## src/rtl/st7735_pkg.sv

```systemverilog
// Shared command codes, decoder states and constants for the ST7735 SPI receiver.
package st7735_pkg;

    localparam logic [7:0] CMD_CASET  = 8'h2A;
    localparam logic [7:0] CMD_RASET  = 8'h2B;
    localparam logic [7:0] CMD_RAMWR  = 8'h2C;

    localparam int SYNC_DEPTH = 2;

    typedef enum logic [2:0] {
        IDLE,
        CASET,
        RASET,
        RAMWR,
        IGNORE
    } dec_state_t;

endpackage

```

## src/rtl/st7735_spi_rx_byte_rx.sv

```systemverilog
// SPI mode-0 slave byte receiver: input synchronisers, sclk edge detect,
// MSB-first shifter and partial-byte abort on chip-select release.
module spi_byte_rx
    import st7735_pkg::*;
(
    input  logic       sys_clk,
    input  logic       sys_rst_n,
    input  logic       lcd_cs,
    input  logic       lcd_dc,
    input  logic       lcd_sclk,
    input  logic       lcd_mosi,
    output logic [8:0] rx_data,
    output logic       rx_valid,
    output logic       err_abort
);

    logic [SYNC_DEPTH-1:0] r_cs_sync;
    logic [SYNC_DEPTH-1:0] r_dc_sync;
    logic [SYNC_DEPTH-1:0] r_sclk_sync;
    logic [SYNC_DEPTH-1:0] r_mosi_sync;
    logic                  r_sclk_d;
    logic                  r_cs_d;
    logic [2:0]            r_bit_cnt;
    logic [6:0]            r_shift;
    logic [8:0]            r_word_p0;
    logic                  r_vld_p0;

    logic w_cs, w_dc, w_sclk, w_mosi;
    logic w_sclk_rise, w_cs_rise, w_sample, w_last;

    assign w_cs        = r_cs_sync[SYNC_DEPTH-1];
    assign w_dc        = r_dc_sync[SYNC_DEPTH-1];
    assign w_sclk      = r_sclk_sync[SYNC_DEPTH-1];
    assign w_mosi      = r_mosi_sync[SYNC_DEPTH-1];
    assign w_sclk_rise = w_sclk & ~r_sclk_d;
    assign w_cs_rise   = w_cs & ~r_cs_d;
    // A final edge arriving together with cs release still completes the byte.
    assign w_sample    = w_sclk_rise & (~w_cs | (w_cs_rise & (r_bit_cnt == 3'd7)));
    assign w_last      = w_sample & (r_bit_cnt == 3'd7);

    always_ff @(posedge sys_clk or negedge sys_rst_n) begin
        if (!sys_rst_n) begin
            r_cs_sync   <= '1;
            r_dc_sync   <= '0;
            r_sclk_sync <= '0;
            r_mosi_sync <= '0;
            r_sclk_d    <= 1'b0;
            r_cs_d      <= 1'b1;
        end else begin
            r_cs_sync   <= {r_cs_sync[SYNC_DEPTH-2:0], lcd_cs};
            r_dc_sync   <= {r_dc_sync[SYNC_DEPTH-2:0], lcd_dc};
            r_sclk_sync <= {r_sclk_sync[SYNC_DEPTH-2:0], lcd_sclk};
            r_mosi_sync <= {r_mosi_sync[SYNC_DEPTH-2:0], lcd_mosi};
            r_sclk_d    <= w_sclk;
            r_cs_d      <= w_cs;
        end
    end

    // Stage p0: shift / byte completion / abort
    always_ff @(posedge sys_clk or negedge sys_rst_n) begin
        if (!sys_rst_n) begin
            r_bit_cnt <= 3'd0;
            r_shift   <= 7'd0;
            r_word_p0 <= 9'd0;
            r_vld_p0  <= 1'b0;
            err_abort <= 1'b0;
        end else begin
            r_vld_p0  <= 1'b0;
            err_abort <= 1'b0;
            if (w_sample) begin
                r_shift   <= {r_shift[5:0], w_mosi};
                r_bit_cnt <= r_bit_cnt + 3'd1;
                if (w_last) begin
                    r_vld_p0  <= 1'b1;
                    r_word_p0 <= {w_dc, r_shift, w_mosi};
                end
            end else if (w_cs) begin
                r_bit_cnt <= 3'd0;
                if (r_bit_cnt != 3'd0) begin
                    err_abort <= 1'b1;
                end
            end
        end
    end

    // Stage p1: registered byte output
    always_ff @(posedge sys_clk or negedge sys_rst_n) begin
        if (!sys_rst_n) begin
            rx_data  <= 9'd0;
            rx_valid <= 1'b0;
        end else begin
            rx_valid <= r_vld_p0;
            if (r_vld_p0) begin
                rx_data <= r_word_p0;
            end
        end
    end

endmodule

```

## src/rtl/st7735_spi_rx.sv

```systemverilog
// ST7735 display-side receiver: byte deserialiser plus CASET/RASET/RAMWR decoder
// producing RGB565 pixels with window-relative x/y coordinates.
module st7735_spi_rx
    import st7735_pkg::*;
#(
    parameter int WIDTH   = 128,
    parameter int HEIGHT  = 160,
    parameter int COORD_W = 8
) (
    input  logic               sys_clk,
    input  logic               sys_rst_n,
    input  logic               lcd_cs,
    input  logic               lcd_dc,
    input  logic               lcd_sclk,
    input  logic               lcd_mosi,
    output logic [8:0]         rx_data,
    output logic               rx_valid,
    output logic               cmd_valid,
    output logic [7:0]         cmd_code,
    output logic               pix_valid,
    output logic [COORD_W-1:0] pix_x,
    output logic [COORD_W-1:0] pix_y,
    output logic [15:0]        pix_rgb,
    output logic               frame_start,
    output logic               err_abort
);

    localparam logic [COORD_W-1:0] XE_RST = COORD_W'(WIDTH - 1);
    localparam logic [COORD_W-1:0] YE_RST = COORD_W'(HEIGHT - 1);
    localparam logic [COORD_W-1:0] ALL1   = '1;

    logic [8:0]         w_rx_data;
    logic               w_rx_valid;
    logic               w_err_abort;
    logic               w_dc;
    logic [7:0]         w_byte;
    logic               w_x_wrap, w_y_wrap;
    logic [COORD_W-1:0] w_end;

    dec_state_t         r_state, w_state_next;
    logic [2:0]         r_pidx;
    logic [COORD_W-1:0] r_p_start, r_p_end;
    logic [COORD_W-1:0] r_xs, r_xe, r_ys, r_ye, r_x, r_y;
    logic [7:0]         r_hi;
    logic               r_hi_vld;

    spi_byte_rx u_byte_rx (
        .sys_clk   (sys_clk),
        .sys_rst_n (sys_rst_n),
        .lcd_cs    (lcd_cs),
        .lcd_dc    (lcd_dc),
        .lcd_sclk  (lcd_sclk),
        .lcd_mosi  (lcd_mosi),
        .rx_data   (w_rx_data),
        .rx_valid  (w_rx_valid),
        .err_abort (w_err_abort)
    );

    assign w_dc     = w_rx_data[8];
    assign w_byte   = w_rx_data[7:0];
    assign w_end    = COORD_W'({r_p_end, w_byte});
    assign w_x_wrap = (r_x == r_xe) || (r_x == ALL1);
    assign w_y_wrap = (r_y == r_ye) || (r_y == ALL1);

    always_ff @(posedge sys_clk or negedge sys_rst_n) begin
        if (!sys_rst_n) begin
            r_state <= IDLE;
        end else begin
            r_state <= w_state_next;
        end
    end

    always_comb begin
        w_state_next = r_state;
        if (w_rx_valid && !w_dc) begin
            case (w_byte)
                CMD_CASET: w_state_next = CASET;
                CMD_RASET: w_state_next = RASET;
                CMD_RAMWR: w_state_next = RAMWR;
                default:   w_state_next = IGNORE;
            endcase
        end
    end

    // Stage p2: decoded outputs aligned with rx_valid
    always_ff @(posedge sys_clk or negedge sys_rst_n) begin
        if (!sys_rst_n) begin
            rx_data     <= 9'd0;
            rx_valid    <= 1'b0;
            cmd_valid   <= 1'b0;
            cmd_code    <= 8'd0;
            pix_valid   <= 1'b0;
            pix_x       <= '0;
            pix_y       <= '0;
            pix_rgb     <= 16'd0;
            frame_start <= 1'b0;
            err_abort   <= 1'b0;
            r_pidx      <= 3'd0;
            r_p_start   <= '0;
            r_p_end     <= '0;
            r_xs        <= '0;
            r_xe        <= XE_RST;
            r_ys        <= '0;
            r_ye        <= YE_RST;
            r_x         <= '0;
            r_y         <= '0;
            r_hi        <= 8'd0;
            r_hi_vld    <= 1'b0;
        end else begin
            rx_valid    <= w_rx_valid;
            cmd_valid   <= 1'b0;
            pix_valid   <= 1'b0;
            frame_start <= 1'b0;
            err_abort   <= w_err_abort;
            if (w_rx_valid) begin
                rx_data <= w_rx_data;
                if (!w_dc) begin
                    cmd_valid <= 1'b1;
                    cmd_code  <= w_byte;
                    r_hi_vld  <= 1'b0;
                    r_pidx    <= 3'd0;
                    if (w_byte == CMD_RAMWR) begin
                        frame_start <= 1'b1;
                        r_x         <= r_xs;
                        r_y         <= r_ys;
                    end
                end else begin
                    case (r_state)
                        CASET, RASET: begin
                            if (r_pidx != 3'd4) begin
                                r_pidx <= r_pidx + 3'd1;
                            end
                            // Window only commits once the 4th parameter byte lands.
                            case (r_pidx)
                                3'd0: r_p_start <= COORD_W'(w_byte);
                                3'd1: r_p_start <= COORD_W'({r_p_start, w_byte});
                                3'd2: r_p_end   <= COORD_W'(w_byte);
                                3'd3: begin
                                    if (r_state == CASET) begin
                                        r_xs <= r_p_start;
                                        r_xe <= w_end;
                                    end else begin
                                        r_ys <= r_p_start;
                                        r_ye <= w_end;
                                    end
                                end
                                default: ;
                            endcase
                        end
                        RAMWR: begin
                            if (!r_hi_vld) begin
                                r_hi     <= w_byte;
                                r_hi_vld <= 1'b1;
                            end else begin
                                r_hi_vld  <= 1'b0;
                                pix_valid <= 1'b1;
                                pix_rgb   <= {r_hi, w_byte};
                                pix_x     <= r_x;
                                pix_y     <= r_y;
                                if (w_x_wrap) begin
                                    r_x <= r_xs;
                                    r_y <= w_y_wrap ? r_ys : r_y + 1'b1;
                                end else begin
                                    r_x <= r_x + 1'b1;
                                end
                            end
                        end
                        default: ;
                    endcase
                end
            end
        end
    end

endmodule

```

## config.mk

```make
export PLATFORM = sky130hd
export DESIGN_NAME = st7735_spi_rx
export DESIGN_NICKNAME = d
export VERILOG_FILES = /design/src/rtl/st7735_pkg.sv /design/src/rtl/st7735_spi_rx_byte_rx.sv /design/src/rtl/st7735_spi_rx.sv
export SDC_FILE = /design/constraint.sdc
export NUM_CORES = 1
export LEC_CHECK = 0
export CAP_MARGIN = 40
export CORE_AREA = 8 8 209 151
export CTS_CLUSTER_DIAMETER = 80
export CTS_CLUSTER_SIZE = 25
export DETAILED_ROUTE_END_ITERATION = 16
export DIE_AREA = 0 0 217 159
export GPL_TIMING_DRIVEN = 0
export PLACE_DENSITY = 0.51
export SYNTH_ARGS = -nofsm -noshare
export SYNTH_HDL_FRONTEND = slang
export SYNTH_HIERARCHICAL = 1
export SYNTH_SLANG_ARGS = --single-unit
```

## constraint.sdc

```tcl
create_clock -name sys_clk -period 3.05 [get_ports sys_clk]
set_input_delay 0.305 -clock sys_clk [delete_from_list [all_inputs] [get_ports sys_clk]]
set_output_delay 0.305 -clock sys_clk [all_outputs]
set_load 0.01 [all_outputs]
```

==> results.yml <==
power_and_ir_drop:
  p_leak_nw: 4.15
  power_frac_comb_pct: 2.2
  total_power_w: 0.00468
  p_clk_share_pct: 49.1
  p_seq_share_pct: 48.7
  p_sw_share_pct: 21.2
  p_int_w: 0.00369
  power_per_cell_area_nw_per_um2: 536
  p_sw_w: 0.000992
  peakVddDrop_mv: 0.378
finish:
  layout_commonest_cell: "dfrtp_1"
  diodes: 0
  multi_input_area_um2: 2590
  regArea_um2: 4170
  drive_above_1_share_pct: 25.8
  layout_common_cells: "150 x dfrtp_1, 112 x nand2_1, 85 x mux2_2"
  nets: 658
  nFillCells: 2915
  area_growth_syn_to_layout_pct: 24.8
place:
  pre_cts_ws_ns: 0.631
  gp_congestion: 0.760
  io_buffers: 59
  hpwlAfterDp_um: 11400
synthesis:
  ys_warn_count: 6
  async_flop_share_pct: 100
  yosysSeqAreaShare_pct: 59.6
  syn_avg_cell_area_um2: 12.5
  synth_cells: 562
  synth_area_leader_cell: "dfrtp_1"
  synth_enable_flop_cells: 0
  synth-seq-cells: 166
  synthFlopType: "dfrtp_1"
  yosys-top-cells-area: "dfrtp_1 54%, mux2_2 14%, dfstp_2 6.0%, nand2_1 6.0%, xor2_1 2.1%"
  synth_top_area_share_pct: 53.6
  synth_nets: 577
  yosysUniqueCellTypes: 48
  synth_area_um2: 7000
clock_tree:
  h-tree-depth: 4
  root_buffer: "clkbuf_16"
  cts.sinks: 166
  ctsResizeCount: 0
  postCtsSetupBuffers: 0
  postCtsHoldBufs: 1
  cts_buffers: 17
  clkSlewWorstSetupHoldPaths_ns: 0.07
  insertion_delay_ns: 0.43
  cts_tree: "done"
  clock_path_buffers: 2
timing:
  hold_violations: 0
  drv_slew: 0
  worst-slew-pin-transition_ns: 0.786
  fin_crit_sh_pct: 80.2
  skew_ns: 0.00977
  setup_viol: 0
  period_needed_ns: 2.45
  max_freq_mhz: 409
  setup_ws_ns: 0.603
  hold_slack_ns: 0.280
  totalNegativeSetupSlack_ns: 0
  rsz0062_at_grt: "no"
  maxSlewHeadroom_pct: 47.3
die:
  num_rows: 52
  initial_utilization_pct: 24.7
  core_area_um2: 28400
  die_w_um: 217
  dieHeight_um: 159
  io_pins: 60
  die-area_um2: 34500
setup_path:
  slowest_stage: "clkbuf_1"
  cp_max_fo: 10
  rr_startpoint: "r_x[0]"
  critPathArrivalTime_ns: 2.74
  end_kind: "register"
  cp-start-kind: "register"
  worstRegToRegCells: 7
  r2r-end: "r_x[5]"
  critPathKind: "register to register"
  reg2reg_setup_slack_ns: 0.60
  worstPathCellList: "ha_1 -> nand4_1 -> o31ai_1 -> a21oi_2 -> clkbuf_1 -> mux2i_1 -> o22ai_1"
  slowest_delay_ns: 0.57
  critPathRequiredTime_ns: 3.35
route:
  avgViaCountPerCell: 4.23
  dr.pass1.iters: 4
  drtIter0Drc: 318
  routed_wl_um: 16600
  routedWlPerCell_um: 16.1
  drtAntennaViolNets: 0
  num_vias: 4369
  drc_errors: 0
hold_path:
  hp-start: "lcd_cs"
  holdPathEnd: "u_byte_rx/r_cs_sync[0]"
  hold_depth: 1
  hold_path.class: "input port to register"
grt:
  grt_overflow: 0
  grt_pass1_wl_um: 27300
  antenna_found_initial: 0
  grt.total_usage_pct: 10.1
  grt_pass1_vias: 4624
  grt_max_degree: 117
flow_run:
  max_cap_violations: 0
status:
  status: "completed"
## worst max-delay path by stage
| stage | from | end | slack [ns] | cells past startpoint |
|---|---|---|---|---|
| global placement | sys_rst_n | rx_data[2] | -5.52 | 1 |
| CTS | r_x[0] | r_x[3] | 0.62 | 7 |
| global route | r_x[0] | r_x[3] | 0.44 | 7 |
| finish | r_x[0] | r_x[5] | 0.60 | 7 |
| floorplan | r_state[2] | r_y[0] | 1.11 | 7 |
| detailed placement | r_x[0] | r_x[5] | 0.63 | 7 |
## sequential cells by signal (all words and copies together) (netlist names), 2 cells and up
register               flops
r_y                        8
u_byte_rx/r_bit_cnt        3
r_xs                       8
cmd_code                   8
u_byte_rx/r_sclk_sync      2
r_x                        8
r_state                    3
u_byte_rx/r_cs_sync        2
u_byte_rx/r_mosi_sync      2
pix_rgb                   16
pix_y                      8
pix_x                      8
u_byte_rx/r_word_p0        9
r_p_start                  8
r_hi                       8
r_xe                       8
r_ye                       8
rx_data                    9
r_pidx                     3
u_byte_rx/r_dc_sync        2
u_byte_rx/rx_data          9
u_byte_rx/r_shift          7
r_ys                       8
## metrics by stage
stage / utilization, % / cells / cell area [um2]
after floorplan: - / 562 / 7000
final: 30.8 / 1034 / 8740
after detailed placement: 28.6 / 1001 / 8110
after global placement: 28.4 / 999 / 8060
after CTS: 30.8 / 1034 / 8740
after global routing: 30.8 / 1034 / 8740
## critical path, delay by kind of cell, from the launching register on
kind,cells,cell delay [ns]
AND/OR/NAND/NOR,1,0.14
AO/OA/AOI/OAI,3,0.55
multiplexers,1,0.27
buffers and inverters,1,0.57
flip-flops,1,0.49
adder cells (fa/ha/maj),1,0.29
## cell type report
class	instances	area share, %
clock inverter	12	2.00
multi-input combinational	347	29.6
sequential	166	47.8
tap	378	5.41
clock buffer	20	5.11
timing repair buffer	62	7.37
buffer	30	1.89
inverter	19	0.816
## synth_stat cells (10+ instances only)
cell and count:
nand2_1 112, mux2_2 85, buf_2 12, mux2i_1 10, dfrtp_1 150, clkbuf_1 13
xor2_1 17, dfstp_2 16, nor2_1 10, inv_1 19
## per-layer routing
layer / up-vias / global-route usage (%) / part of all wire, %
met5: - / 0 / 0
met4: 0 / 2.79 / 0.95
met3: 17 / 3.04 / 4.1
met2: 63 / 14.4 / 43
met1: 2199 / 14.4 / 52
li1: 2090 / - / -
## power groups by stage
| stage | Combinational, W | Sequential, W | Clock (W) |
|---|---|---|---|
| floorplan | 0.0000449 | 0.00231 | 0 |
| global placement | 0.000102 | 0.00232 | 0 |
| detailed placement | 0.000109 | 0.00232 | 0 |
| CTS | 0.000110 | 0.00228 | 0.00237 |
| global route | 0.000120 | 0.00229 | 0.00246 |
| finish | 0.000105 | 0.00228 | 0.00230 |
## logic make-up after synthesis
group | count (synthesis) | synth area share (%)
AO/OA/AOI/OAI | 54 | 5.38
XOR/XNOR | 18 | 2.25
adder cells (fa/ha/maj) | 9 | 1.61
buffers and inverters | 49 | 3.38
flip-flops | 166 | 59.6
multiplexers | 104 | 17.0
AND/OR/NAND/NOR | 162 | 10.7
Note: power is estimated with default switching activity, not from simulation.
